[src/rtl/hc4_prog_loader_pkg.sv]
// Shared constants and FSM encoding for the hc4 program ROM loader.
package hc4_prog_loader_pkg;

  localparam int unsigned ROM_ADDR_W = 12;
  localparam int unsigned ROM_DATA_W = 8;
  localparam int unsigned TMO_W      = 16;

  localparam logic [ROM_DATA_W-1:0] LDR_SYNC    = 8'h48;
  localparam logic [TMO_W-1:0]      LDR_TIMEOUT = 16'd50000;

  // Frame parser states, one per field of the frame.
  typedef enum logic [2:0] {
    ST_IDLE   = 3'd0,
    ST_ADDR_H = 3'd1,
    ST_ADDR_L = 3'd2,
    ST_LEN_H  = 3'd3,
    ST_LEN_L  = 3'd4,
    ST_DATA   = 3'd5,
    ST_CHK    = 3'd6
  } ldr_state_t;

endpackage

[src/rtl/hc4_prog_loader.sv]
// hc4 program ROM loader: parses framed host bytes, writes the ROM, verifies the
// checksum and holds the CPU until a load passes.
module hc4_prog_loader
  import hc4_prog_loader_pkg::*;
#(
  parameter int unsigned         ADDR_W    = ROM_ADDR_W,
  parameter int unsigned         DATA_W    = ROM_DATA_W,
  parameter logic [DATA_W-1:0]   SYNC_BYTE = LDR_SYNC,
  parameter logic [TMO_W-1:0]    TIMEOUT   = LDR_TIMEOUT
) (
  input  logic              clk,
  input  logic              reset,
  input  logic [DATA_W-1:0] in_data,
  input  logic              in_valid,
  output logic              in_ready,
  output logic              rom_we,
  output logic [ADDR_W-1:0] rom_waddr,
  output logic [DATA_W-1:0] rom_wdata,
  output logic              cpu_run,
  output logic              busy,
  output logic              load_ok,
  output logic              load_err
);

  localparam int unsigned HI_W = ADDR_W - DATA_W;

  ldr_state_t        r_state;
  logic              r_in_ready;
  logic              r_rom_we;
  logic [ADDR_W-1:0] r_rom_waddr;
  logic [DATA_W-1:0] r_rom_wdata;
  logic              r_cpu_run;
  logic              r_busy;
  logic              r_load_ok;
  logic              r_load_err;
  logic [ADDR_W-1:0] r_ptr;
  logic [ADDR_W-1:0] r_rem;
  logic [DATA_W-1:0] r_sum;
  logic [TMO_W-1:0]  r_tmo;

  logic              w_acc;
  logic [DATA_W-1:0] w_chk;

  assign w_acc = in_valid && r_in_ready;
  assign w_chk = r_sum + in_data;

  // Frame FSM with pointer, remaining count, checksum and idle timeout.
  always_ff @(posedge clk) begin
    if (reset) begin
      r_state     <= ST_IDLE;
      r_in_ready  <= 1'b0;
      r_rom_we    <= 1'b0;
      r_rom_waddr <= '0;
      r_rom_wdata <= '0;
      r_cpu_run   <= 1'b0;
      r_busy      <= 1'b0;
      r_load_ok   <= 1'b0;
      r_load_err  <= 1'b0;
      r_ptr       <= '0;
      r_rem       <= '0;
      r_sum       <= '0;
      r_tmo       <= '0;
    end else begin
      r_in_ready <= 1'b1;
      r_rom_we   <= 1'b0;
      r_load_ok  <= 1'b0;
      r_load_err <= 1'b0;

      // Idle clocks inside a frame abort the load once TIMEOUT is reached.
      if ((r_state != ST_IDLE) && !w_acc) begin
        if (r_tmo == TIMEOUT - TMO_W'(1)) begin
          r_load_err <= 1'b1;
          r_state    <= ST_IDLE;
          r_busy     <= 1'b0;
          r_tmo      <= '0;
        end else begin
          r_tmo <= r_tmo + TMO_W'(1);
        end
      end else begin
        r_tmo <= '0;
      end

      if (w_acc) begin
        case (r_state)
          ST_IDLE: begin
            if (in_data == SYNC_BYTE) begin
              r_state   <= ST_ADDR_H;
              r_cpu_run <= 1'b0;
              r_busy    <= 1'b1;
            end
          end
          ST_ADDR_H: begin
            r_ptr[ADDR_W-1:DATA_W] <= in_data[HI_W-1:0];
            r_state                <= ST_ADDR_L;
          end
          ST_ADDR_L: begin
            r_ptr[DATA_W-1:0] <= in_data;
            r_state           <= ST_LEN_H;
          end
          ST_LEN_H: begin
            r_rem[ADDR_W-1:DATA_W] <= in_data[HI_W-1:0];
            r_state                <= ST_LEN_L;
          end
          ST_LEN_L: begin
            r_rem[DATA_W-1:0] <= in_data;
            r_sum             <= '0;
            r_state           <= ST_DATA;
          end
          ST_DATA: begin
            r_rom_we    <= 1'b1;
            r_rom_waddr <= r_ptr;
            r_rom_wdata <= in_data;
            r_ptr       <= r_ptr + ADDR_W'(1);
            r_sum       <= w_chk;
            if (r_rem == '0) begin
              r_state <= ST_CHK;
            end else begin
              r_rem <= r_rem - ADDR_W'(1);
            end
          end
          ST_CHK: begin
            if (w_chk == '0) begin
              r_load_ok <= 1'b1;
              r_cpu_run <= 1'b1;
            end else begin
              r_load_err <= 1'b1;
            end
            r_state <= ST_IDLE;
            r_busy  <= 1'b0;
          end
          default: begin
            r_state <= ST_IDLE;
            r_busy  <= 1'b0;
          end
        endcase
      end
    end
  end

  assign in_ready  = r_in_ready;
  assign rom_we    = r_rom_we;
  assign rom_waddr = r_rom_waddr;
  assign rom_wdata = r_rom_wdata;
  assign cpu_run   = r_cpu_run;
  assign busy      = r_busy;
  assign load_ok   = r_load_ok;
  assign load_err  = r_load_err;

endmodule

[config.mk]
export PLATFORM = sky130hd
export DESIGN_NAME = hc4_prog_loader
export DESIGN_NICKNAME = d
export VERILOG_FILES = /design/src/rtl/hc4_prog_loader_pkg.sv /design/src/rtl/hc4_prog_loader.sv
export SDC_FILE = /design/constraint.sdc
export NUM_CORES = 1
export LEC_CHECK = 0
export BUFFER_PORTS_ARGS = -buffer_cell sky130_fd_sc_hd__buf_2
export CORE_MARGIN = 8
export CORE_UTILIZATION = 40
export CTS_CLUSTER_DIAMETER = 80
export CTS_CLUSTER_SIZE = 12
export DETAILED_ROUTE_END_ITERATION = 16
export PLACE_DENSITY_LB_ADDON = 0.3
export REMOVE_ABC_BUFFERS = 1
export SYNTH_ARGS = -nofsm -noshare
export SYNTH_HDL_FRONTEND = slang
export SYNTH_SLANG_ARGS = --single-unit
[constraint.sdc]
create_clock -name clk -period 2.23 [get_ports clk]
set_input_delay 0.669 -clock clk [delete_from_list [all_inputs] [get_ports clk]]
set_output_delay 0.669 -clock clk [all_outputs]
set_load 0.02 [all_outputs]
==> results of run 1 <==
kinds of logic after synthesis:
| kind of cell | count (synthesis) |
|---|---|
| and+or+nand+nor | 203 |
| AOI/OAI and AO/OA | 123 |
| DFF | 77 |
| buffers and inverters | 30 |
| xor gates and xnor gates | 22 |
| adders and majority gates | 11 |
metal layers:
layer | part of all wire | vias to the layer above
li1 | - | 1759
met4 | 0.028 | 0
met2 | 0.46 | 89
met3 | 0.043 | 27
met5 | 0 | -
met1 | 0.47 | 1637
cell usage after synthesis (7+ instances only):
cell type	count	share of area
sky130_fd_sc_hd__a22oi_1	8	0.016
sky130_fd_sc_hd__inv_1	8	0.0080
sky130_fd_sc_hd__nand3_1	16	0.021
sky130_fd_sc_hd__clkbuf_1	13	0.013
sky130_fd_sc_hd__o21ai_0	28	0.037
sky130_fd_sc_hd__a21oi_1	40	0.053
sky130_fd_sc_hd__nor3_1	7	0.0093
sky130_fd_sc_hd__dfxtp_1	77	0.41
sky130_fd_sc_hd__buf_2	7	0.0093
sky130_fd_sc_hd__and3_1	9	0.015
sky130_fd_sc_hd__xor2_1	13	0.030
sky130_fd_sc_hd__nand2_1	84	0.084
sky130_fd_sc_hd__xnor2_1	9	0.021
sky130_fd_sc_hd__ha_1	10	0.033
sky130_fd_sc_hd__nor2_1	57	0.057
power breakdown:
part / internal (mW) / switching (mW) / total, mW
Combinational: 0.0472 / 0.0766 / 0.124
Sequential: 1.37 / 0.00106 / 1.38
Clock: 0.533 / 0.506 / 1.04
Total: 1.96 / 0.583 / 2.54
area by class of cell:
type	count	area [sq um]	share of cell area
clock buffer	10	137.6	0.03119
tap	111	138.9	0.03147
inverter	8	30.03	0.006805
clock inverter	4	50.05	0.01134
multi-input combinational	359	2110	0.4780
sequential	77	1541	0.3493
timing repair buffer	66	405.4	0.09186
how the worst min path moves through the flow:
stage	slack, ps	cells after the start	start	to
2_1_floorplan	410	1	r_tmo[0]	r_tmo[0]
3_3_place_gp	430	1	r_tmo[0]	r_tmo[0]
3_5_place_dp	440	1	r_tmo[0]	r_tmo[0]
4_1_cts	450	1	r_tmo[0]	r_tmo[0]
5_1_grt	480	2	rom_wdata[5]	rom_wdata[5]
6_report	450	1	r_tmo[0]	r_tmo[0]
repair_timing:
item / 4_1_cts / 5_1_grt
endpoints found under the setup margin: 2 / 2
pin swaps: 1 / 2
gates resized for setup: 3 / 2
buffers inserted: 0 / 1
sequential cells by signal (all words and copies together) (netlist names):
| register | cells |
|---|---|
| busy | 1 |
| cpu_run | 1 |
| in_ready | 1 |
| load_err | 1 |
| load_ok | 1 |
| r_ptr | 12 |
| r_rem | 12 |
| r_state | 3 |
| r_sum | 8 |
| r_tmo | 16 |
| rom_waddr | 12 |
| rom_wdata | 8 |
| rom_we | 1 |
worst max-delay path, cell delays in order:
cell and delay (ps):
sky130_fd_sc_hd__buf_2 110, sky130_fd_sc_hd__ha_2 190, sky130_fd_sc_hd__fa_2 350, sky130_fd_sc_hd__buf_4 150
sky130_fd_sc_hd__a211oi_2 210, sky130_fd_sc_hd__o21bai_1 110, sky130_fd_sc_hd__a21oi_1 180, sky130_fd_sc_hd__xor2_1 230
sky130_fd_sc_hd__nand3_2 130, sky130_fd_sc_hd__o2bb2ai_1 140
==> results by stage, run 1 <==
Outcome:
- The flow ran to the end, and the final reports show no timing, DRC or antenna violations.

Pwr:
- The static power due to leakage is 1.725 nW.
- After layout, the design draws a total of 2.538 mW.
- The power per standard cell area is roughly 580 nW/um^2.
- The maximum ir drop on the vdd rail is 310.3 uV.

Final layout:
- In the final design database the tool counted 543 nets.
- The final cell utilization of the core is 0.4799.
- From synthesis to final layout, the design area changed by 17.29%.
- In the layout the commonest cells are sky130_fd_sc_hd__nand2_1 (84), sky130_fd_sc_hd__dfxtp_1 (77), sky130_fd_sc_hd__nor2_1 (57).
- The fill cell instance count of the final layout is 912.
- The fraction of final layout cells sized beyond drive strength 1 is 0.1927.
- After routing the design area is 4413 sq um.
- The number of antenna diodes in the final layout is 0.
- The library cell used most frequently in the layout, excluding fill and tap cells, is sky130_fd_sc_hd__nand2_1.
- The count of placed standard cells in the final layout, fillers left out is 635.

CTS:
- The quantity of hold-fixing buffers added after cts is 0.
- Clock tree synthesis inserted a total of 9 buffers.
- At the later pin of the worst-skew pair, clock insertion delay measures roughly 350 ps.
- CTS saw just under 80 sinks.
- Clock-pin slew was measured on the worst setup and hold paths at around 80 ps.
- The tree is rooted in a sky130_fd_sc_hd__clkbuf_8.
- The number of levels the H-tree was split into is 3.
- Counting along the longest clock path gives a buffer depth of 2.
- The clock tree from TritonCTS is done.

STA:
- The number of pins with negative max-slew slack in the final report is 0.
- The headroom to the max-slew limit is 0.6529.
- The worst clock skew on the final layout is roughly 12 ps.
- The maximum achievable frequency is 449.1 MHz.
- The shortest clock period the worst path allows after layout is about 2200 ps.
- The post-route clock period utilization is 0.9984.
- The minimum setup slack in the final design is between 3 and 4 ps.
- Across all hold checks on the routed design, the worst slack comes to 445.3 ps.
- At the pin with the least slew margin, the transition time is ~520 ps.
- The number of endpoints with negative hold slack in the final report came to 0.
- The number of failing setup endpoints in the final timing report is 0.
- Adding up every negative setup slack in the final design gives 0 ps.

Drt:
- The overall via count from detail_route is 3512.
- The first-pass iteration count of the detailed router is 5.
- In this run the remaining antenna-violating nets after routing total 0.
- Dividing the detail-routed wire length by the instance count gives 14.94 microns.
- Dividing the detail-routed via count by the number of cells gives 5.531.
- Summed over all layers, the routed wires come to 9489 microns.
- After detailed routing, the number of remaining DRC violations is 0.
- The iteration-0 DRC count of the detailed router is 228.

Yosys:
- For this run, the leading register cell type out of synthesis is sky130_fd_sc_hd__dfxtp_1.
- In this run, synthesis produced a sequential element count of 77.
- The synthesized netlist occupies a cell area of 3762 sq um.
- Of the total synthesized cell area, the portion taken by full adders, half adders and majority gates is 0.03858.
- The parity-gate share of the synthesized area counting xor and xnor cells is 0.05121.
- The post-synthesis mux area share is 0.
- Synthesis produced a netlist whose cell count is 466.
- After synthesis, the mean cell area works out to 8.074 sq um.
- The synthesized design contains 0 enable-type register cells.
- The area fraction in compound gates after synthesis is 0.2148.
- By area, the combinational part of the netlist is dominated by simple AND/OR/NAND/NOR gates.
- The proportion of register bits with asynchronous set or reset after synthesis is 0.
- The post-synthesis share of cell area spent on and, or, nand and nor gates is 0.2504.
- The share of the Yosys chip area taken by registers is 0.4097.
- The total of warnings raised by yosys is 0.
- The distinct cell type count of the synthesized netlist is between 50 and 60.

Worst setup path:
- The data required time at the worst endpoint is ~2500 ps.
- The critical path launch point type is a primary input.
- The element type at the critical path end is a flip-flop.
- The beginning of the worst register-to-register path is r_sum[0].
- The data arrival time of the critical path is around 2500 ps.
- The worst setup slack for register-to-register paths is 120 ps.
- The worst setup path is of the in2reg kind.
- The worst register-to-register path ends at load_err.
- The beginning of the critical path is in_data[0].
- The worst register-to-register path has a depth of 9.
- In this run the worst path has a maximum fanout of 3.
- The critical path capture point is load_err.

GRT:
- In the global route stage, met3 resource usage came out at 0.03834.
- The global routing stage identified its most utilized layer as met2.
- In the global route stage, overall resource usage came out at 0.1533.
- The maximum number of pins on one net before global-route repair is 32.
- The initial antenna violation count came to 0.
- The met1 track utilization from global routing is 0.1896.
- Summed over all layers, the global routing overflow is 0.
- In the global route stage, met2 resource usage came out at 0.2414.
- The via count of the first global-routing pass is 3379.
- The first-pass GRT wire length is 16020 microns.

Die:
- The number of top-level pins is 37.
- The floorplan die area is roughly 13000 sq um.
- The die boundary height is approximately 110 microns.
- After floorplanning, the core was sized to cover 9196 sq um.
- Row generation in the floorplan step produced 35 rows.
- The starting density of the core is 0.4091.
- The chip width is approximately 110 microns.

Placement:
- In this run the cell area measured after placement is between 4000 and 5000 sq um.
- The post-placement worst setup slack is -440.4 ps.
- The number of placed cells counting well taps is 620.
- The routability congestion estimate from global placement is a little over 0.8.
- Summed over all nets, the half-perimeter wirelength after detailed placement is 6932 microns.
- The count of input and output buffers is 36.

Worst hold path:
- The path class of the lowest-slack min-delay path is reg2reg.

Run:
- The tool flagged a number of max-cap violations equal to 0.
(Power assumes the default switching activity.)
==> run 2, diff against run 1 <==
ABC_AREA = 1   (was default)
SLEW_MARGIN = 20   (was default)
==> results by stage, run 2 <==
STA:
- Setup repair after global routing left no endpoint under its margin.
- The number of endpoints with negative hold slack in the final report is 0 (unchanged).
- The worst clock skew on the final layout is 9.891 ps (was 12.11 ps).
- The slew of the pin with the lowest slew margin is 401.8 ps (was 518.7 ps).
- The setup total negative slack is 0 ps (unchanged).
- The headroom to the max-slew limit is 0.7317 (was 0.6529).
- The post-route clock period utilization is 0.8954 (was 0.9984).
- The number of failing setup endpoints in the final timing report is 0 (unchanged).
- The shortest clock period the worst path allows after layout came to 1997 ps (was 2226 ps).
- The maximum achievable frequency is 500.8 MHz (was 449.1 MHz).
- The post-route worst hold slack is 469.3 ps (was 445.3 ps).
- The number of pins with negative max-slew slack in the final report was 0 (unchanged).

CTS:
- The number of levels the H-tree was split into came to 3 (unchanged).
- The number of buffers between clock root and the deepest sink was 2 (unchanged).
- The quantity of hold-fixing buffers added after cts is 0 (unchanged).
- The clock tree from TritonCTS was done (unchanged).
- The TritonCTS buffer count is 9 (unchanged).
- The buffers inserted during post-CTS setup optimization is 0 (unchanged).
- The TritonCTS sink count is 77 (unchanged).
- The quantity of gates resized following cts came to 0 (was 3).
- The clock transition time at the flip-flop clock pins of the worst setup and hold paths is 80 ps (about the same).
- The clock latency at the later pin of the worst-skew pair is 340 ps (was 350 ps).
- The CTS root buffer is sky130_fd_sc_hd__clkbuf_8 (unchanged).

Final layout:
- The number of flip-flops under the largest register name is 16 (unchanged).
- The final cell utilization of the core is 0.4664 (was 0.4799).
- The leading cell type in the layout, fill and taps excluded was sky130_fd_sc_hd__nand2_1 (unchanged).
- The register with the most flip-flops is r_tmo (unchanged).
- Commonest cells after routing, fill and taps aside: sky130_fd_sc_hd__nand2_1 (88), sky130_fd_sc_hd__dfxtp_1 (77), sky130_fd_sc_hd__o21ai_0 (62) (was sky130_fd_sc_hd__nand2_1 (84), sky130_fd_sc_hd__dfxtp_1 (77), sky130_fd_sc_hd__nor2_1 (57)).
- The count of placed standard cells in the final layout, fillers left out is 736 (was 635).
- The number of nets in the final layout is 620 (was 543).
- The total inserted antenna cells is 0 (unchanged).
- The area overhead of the layout relative to synthesis was 14.09% (was 17.29%).
- The fraction of final layout cells sized beyond drive strength 1 came to 0.1692 (was 0.1927).

Placement:
- The count of input and output buffers came to 36 (unchanged).
- The HPWL after detailed placement is 6725 microns (was 6932 microns).
- The routability congestion estimate from global placement is 0.8548 (was 0.8305).
- The number of placed cells counting well taps is 720 (was 620).

Worst setup path:
- The most numerous cell on the critical path is sky130_fd_sc_hd__nand2_1.
- The cell with the largest stage delay on the worst path is sky130_fd_sc_hd__fa_1 (was sky130_fd_sc_hd__fa_2).
- The beginning of the worst register-to-register path is r_rem[0] (was r_sum[0]).
- The worst stage delay on the critical path is 420 ps (was 350 ps).
- The data required time at the worst endpoint came to 2510 ps (was 2470 ps).
- The critical setup path kind was in2reg (unchanged).
- Series of cell instances along the critical path: buf_2 > ha_1 > fa_1 > xor2_1 > nor2_1 > nand3_1 > nor2_1 > nand2_1 > nand2_1 > nand2_1 > a21oi_1 (was buf_2 > ha_2 > fa_2 > buf_4 > a211oi_2 > o21bai_1 > a21oi_1 > xor2_1 > nand3_2 > o2bb2ai_1).
- The element type at the critical path end is a flip-flop (unchanged).
- The data arrival time of the critical path is 2280 ps (was 2470 ps).
- The maximum fanout along the worst path is 3 (unchanged).
- The critical path launch point type is a primary input (unchanged).
- The beginning of the critical path was in_data[0] (unchanged).

Die:
- The floorplan die area is 13390 sq um (was 12770 sq um).
- The number of top-level pins is 37 (unchanged).
- The starting density of the core is 0.4088 (was 0.4091).
- The cell row count is 36 (was 35).
- The chip width came to 115.7 microns (was 113.0 microns).
- The core outline area is 9729 sq um (was 9196 sq um).
- The die boundary height is 115.7 microns (was 113.0 microns).

Yosys:
- The area fraction in compound gates after synthesis is 0.1862 (was 0.2148).
- The count of mapped cells out of synthesis is 553 (was 466).
- The post-synthesis share of cell area spent on and, or, nand and nor gates is 0.2762 (was 0.2504).
- The adder and majority cell fraction of the synthesized area is 0.03649 (was 0.03858).
- List of most frequent post-synthesis cells: sky130_fd_sc_hd__nand2_1 (88), sky130_fd_sc_hd__dfxtp_1 (77), sky130_fd_sc_hd__o21ai_0 (62) (was sky130_fd_sc_hd__nand2_1 (84), sky130_fd_sc_hd__dfxtp_1 (77), sky130_fd_sc_hd__nor2_1 (57)).
- The distinct cell type count of the synthesized netlist was 39 (was 53).
- The most frequently used flop master after synthesis is sky130_fd_sc_hd__dfxtp_1 (unchanged).
- The mean instance size in the synthesized netlist is 7.193 sq um (was 8.074 sq um).
- The cell type contributing the most total cell area after synthesis is sky130_fd_sc_hd__dfxtp_1 (unchanged).
- The proportion of register bits with asynchronous set or reset after synthesis came to 0 (unchanged).
- The number of enable flip-flop cells after synthesis came to 0 (unchanged).
- The parity-gate share of the synthesized area counting xor and xnor cells is 0.01982 (was 0.05121).
- The total of warnings raised by yosys was 0 (unchanged).
- The post-synthesis mux area share came to 0 (unchanged).
- The share of the synthesized area in the top cell type is 0.3875 (was 0.4097).
- The summed instance area of the synthesized netlist is 3978 sq um (was 3762 sq um).
- The main combinational cell family by area after synthesis is simple AND/OR/NAND/NOR gates (unchanged).
- The most frequent cell after synthesis is sky130_fd_sc_hd__nand2_1 (unchanged).
- Main area contributors after synthesis: sky130_fd_sc_hd__dfxtp_1 (39%), sky130_fd_sc_hd__nand2_1 (8.3%), sky130_fd_sc_hd__o21ai_0 (7.8%) (was sky130_fd_sc_hd__dfxtp_1 (41%), sky130_fd_sc_hd__nand2_1 (8.4%), sky130_fd_sc_hd__nor2_1 (5.7%)).
- The portion of the post-synthesis area used by sequential elements is 0.3875 (was 0.4097).
- The synthesized flop and latch total is 77 (unchanged).

GRT:
- The global routing usage summed across all routing layers was 0.1400 (was 0.1533).
- The aggregate global routing overflow is 0 (unchanged).
- The maximum number of pins on one net before global-route repair came to 32 (unchanged).
- The first-pass GRT wire length is 15320 microns (was 16020 microns).
- The initial antenna violation count was 0 (unchanged).
- The via count of the first global-routing pass was 3453 (was 3379).

Drt:
- The first-pass iteration count of the detailed router came to 4 (was 5).
- The post-detailed-route count of antenna-violating nets is 0 (unchanged).
- The overall via count from detail_route came to 3690 (was 3512).
- The number of remaining DRC errors came to 0 (unchanged).
- The vias per cell is 5.014 (was 5.531).
- The iteration-0 DRC count of the detailed router is 159 (was 228).
- The average detailed-routed wire length per instance was 12.60 microns (was 14.94 microns).
- The post-detailed-routing wire length was 9274 microns (was 9489 microns).

Worst hold path:
- The startpoint of the lowest-slack hold path is r_tmo[0] (unchanged).
- The path class of the lowest-slack min-delay path is reg2reg (unchanged).

Pwr:
- The proportion of power drawn by flip-flops and latches came to 0.536 (was 0.542).
- The power per standard cell area is 565.3 nW/um^2 (was 575.2 nW/um^2).
- The maximum ir drop on the vdd rail is 339.8 uV (was 310.3 uV).
- The switching share of power is 0.2338 (was 0.2298).
- The part of the total power dissipated in combinational logic came to 0.043 (was 0.049).
- The power after layout is 2.565 mW (was 2.538 mW).
- The internal cell power is 1.966 mW (was 1.955 mW).
- The fraction of power consumed by the clock network is 0.421 (was 0.409).
- The switching power is 0.5998 mW (was 0.5833 mW).
- The static power due to leakage is 2.019 nW (was 1.725 nW).

Run:
- The number of maximum-capacitance violations is 0 (unchanged).

Outcome:
- Status: completed (unchanged).
## run 2: cell types whose count changed after synthesis, moves of 8 or more
cell                      change
sky130_fd_sc_hd__a21oi_1     +10
sky130_fd_sc_hd__a22oi_1      -8
sky130_fd_sc_hd__a31oi_1     +11
sky130_fd_sc_hd__and3_1       -9
sky130_fd_sc_hd__inv_1       +52
sky130_fd_sc_hd__inv_2        +8
sky130_fd_sc_hd__nand3_1     +28
sky130_fd_sc_hd__o21ai_0     +34
## run 2: layout make-up
class	instances	area (sq um)
tap	133	166.4
timing repair buffer	51	292.8
sequential	77	1541
inverter	70	264.0
clock buffer	10	137.6
fill	998	5191
clock inverter	6	72.57
multi-input combinational	389	2063
## run 2: worst max-delay path: cells and delay by family
kind | cells | cell delay, ps
adders and majority gates | 2 | 650
and+or+nand+nor | 6 | 520
xor gates and xnor gates | 1 | 200
buffers and inverters | 1 | 120
AOI/OAI and AO/OA | 1 | 120
## run 2: kinds of logic after synthesis
family,after synthesis
buffers and inverters,87
XOR/XNOR,9
AND/OR/NAND/NOR,233
adder cells (fa/ha/maj),11
AO/OA/AOI/OAI,136
flip-flops,77
## run 2: power groups by stage
stage	clock [mW]	sequential (mW)	combinational (mW)
floorplan	0	1.41	0.0532
detailed placement	0	1.41	0.109
CTS	1.13	1.37	0.110
global route	1.19	1.38	0.122
finish	1.08	1.37	0.110
global placement	0	1.41	0.108
## run 2: path summary, 6_finish.rpt
kind | endpoint | slack, ps | cells past startpoint
setup reg to reg | r_rem[7] | 330 | 11
hold / removal | r_tmo[0] | 470 | 1
hold reg to reg | r_tmo[0] | 470 | 1
setup / recovery | cpu_run | 230 | 11
## run 2: per-stage QoR
| stage | setup slack [ps] | instance area, sq um |
|---|---|---|
| finish | 233.2 | 4538 |
| global route | 56.83 | 4538 |
| CTS | 266.8 | 4538 |
| detailed placement | -112.8 | 4328 |
| global placement | -69.35 | 4328 |
| floorplan | 141.3 | 3869 |
## run 2: per-layer routing
| metal | vias up | share of wire | track usage | wire [microns] |
|---|---|---|---|---|
| met1 | 1707 | 0.49 | 0.1774 | 4539 |
| met3 | 4 | 0.042 | 0.03335 | 391 |
| li1 | 1928 | - | - | - |
| met2 | 51 | 0.46 | 0.2353 | 4291 |
| met4 | 0 | 0.0055 | 0.03111 | 51 |
| met5 | - | 0 | 0 | 0 |
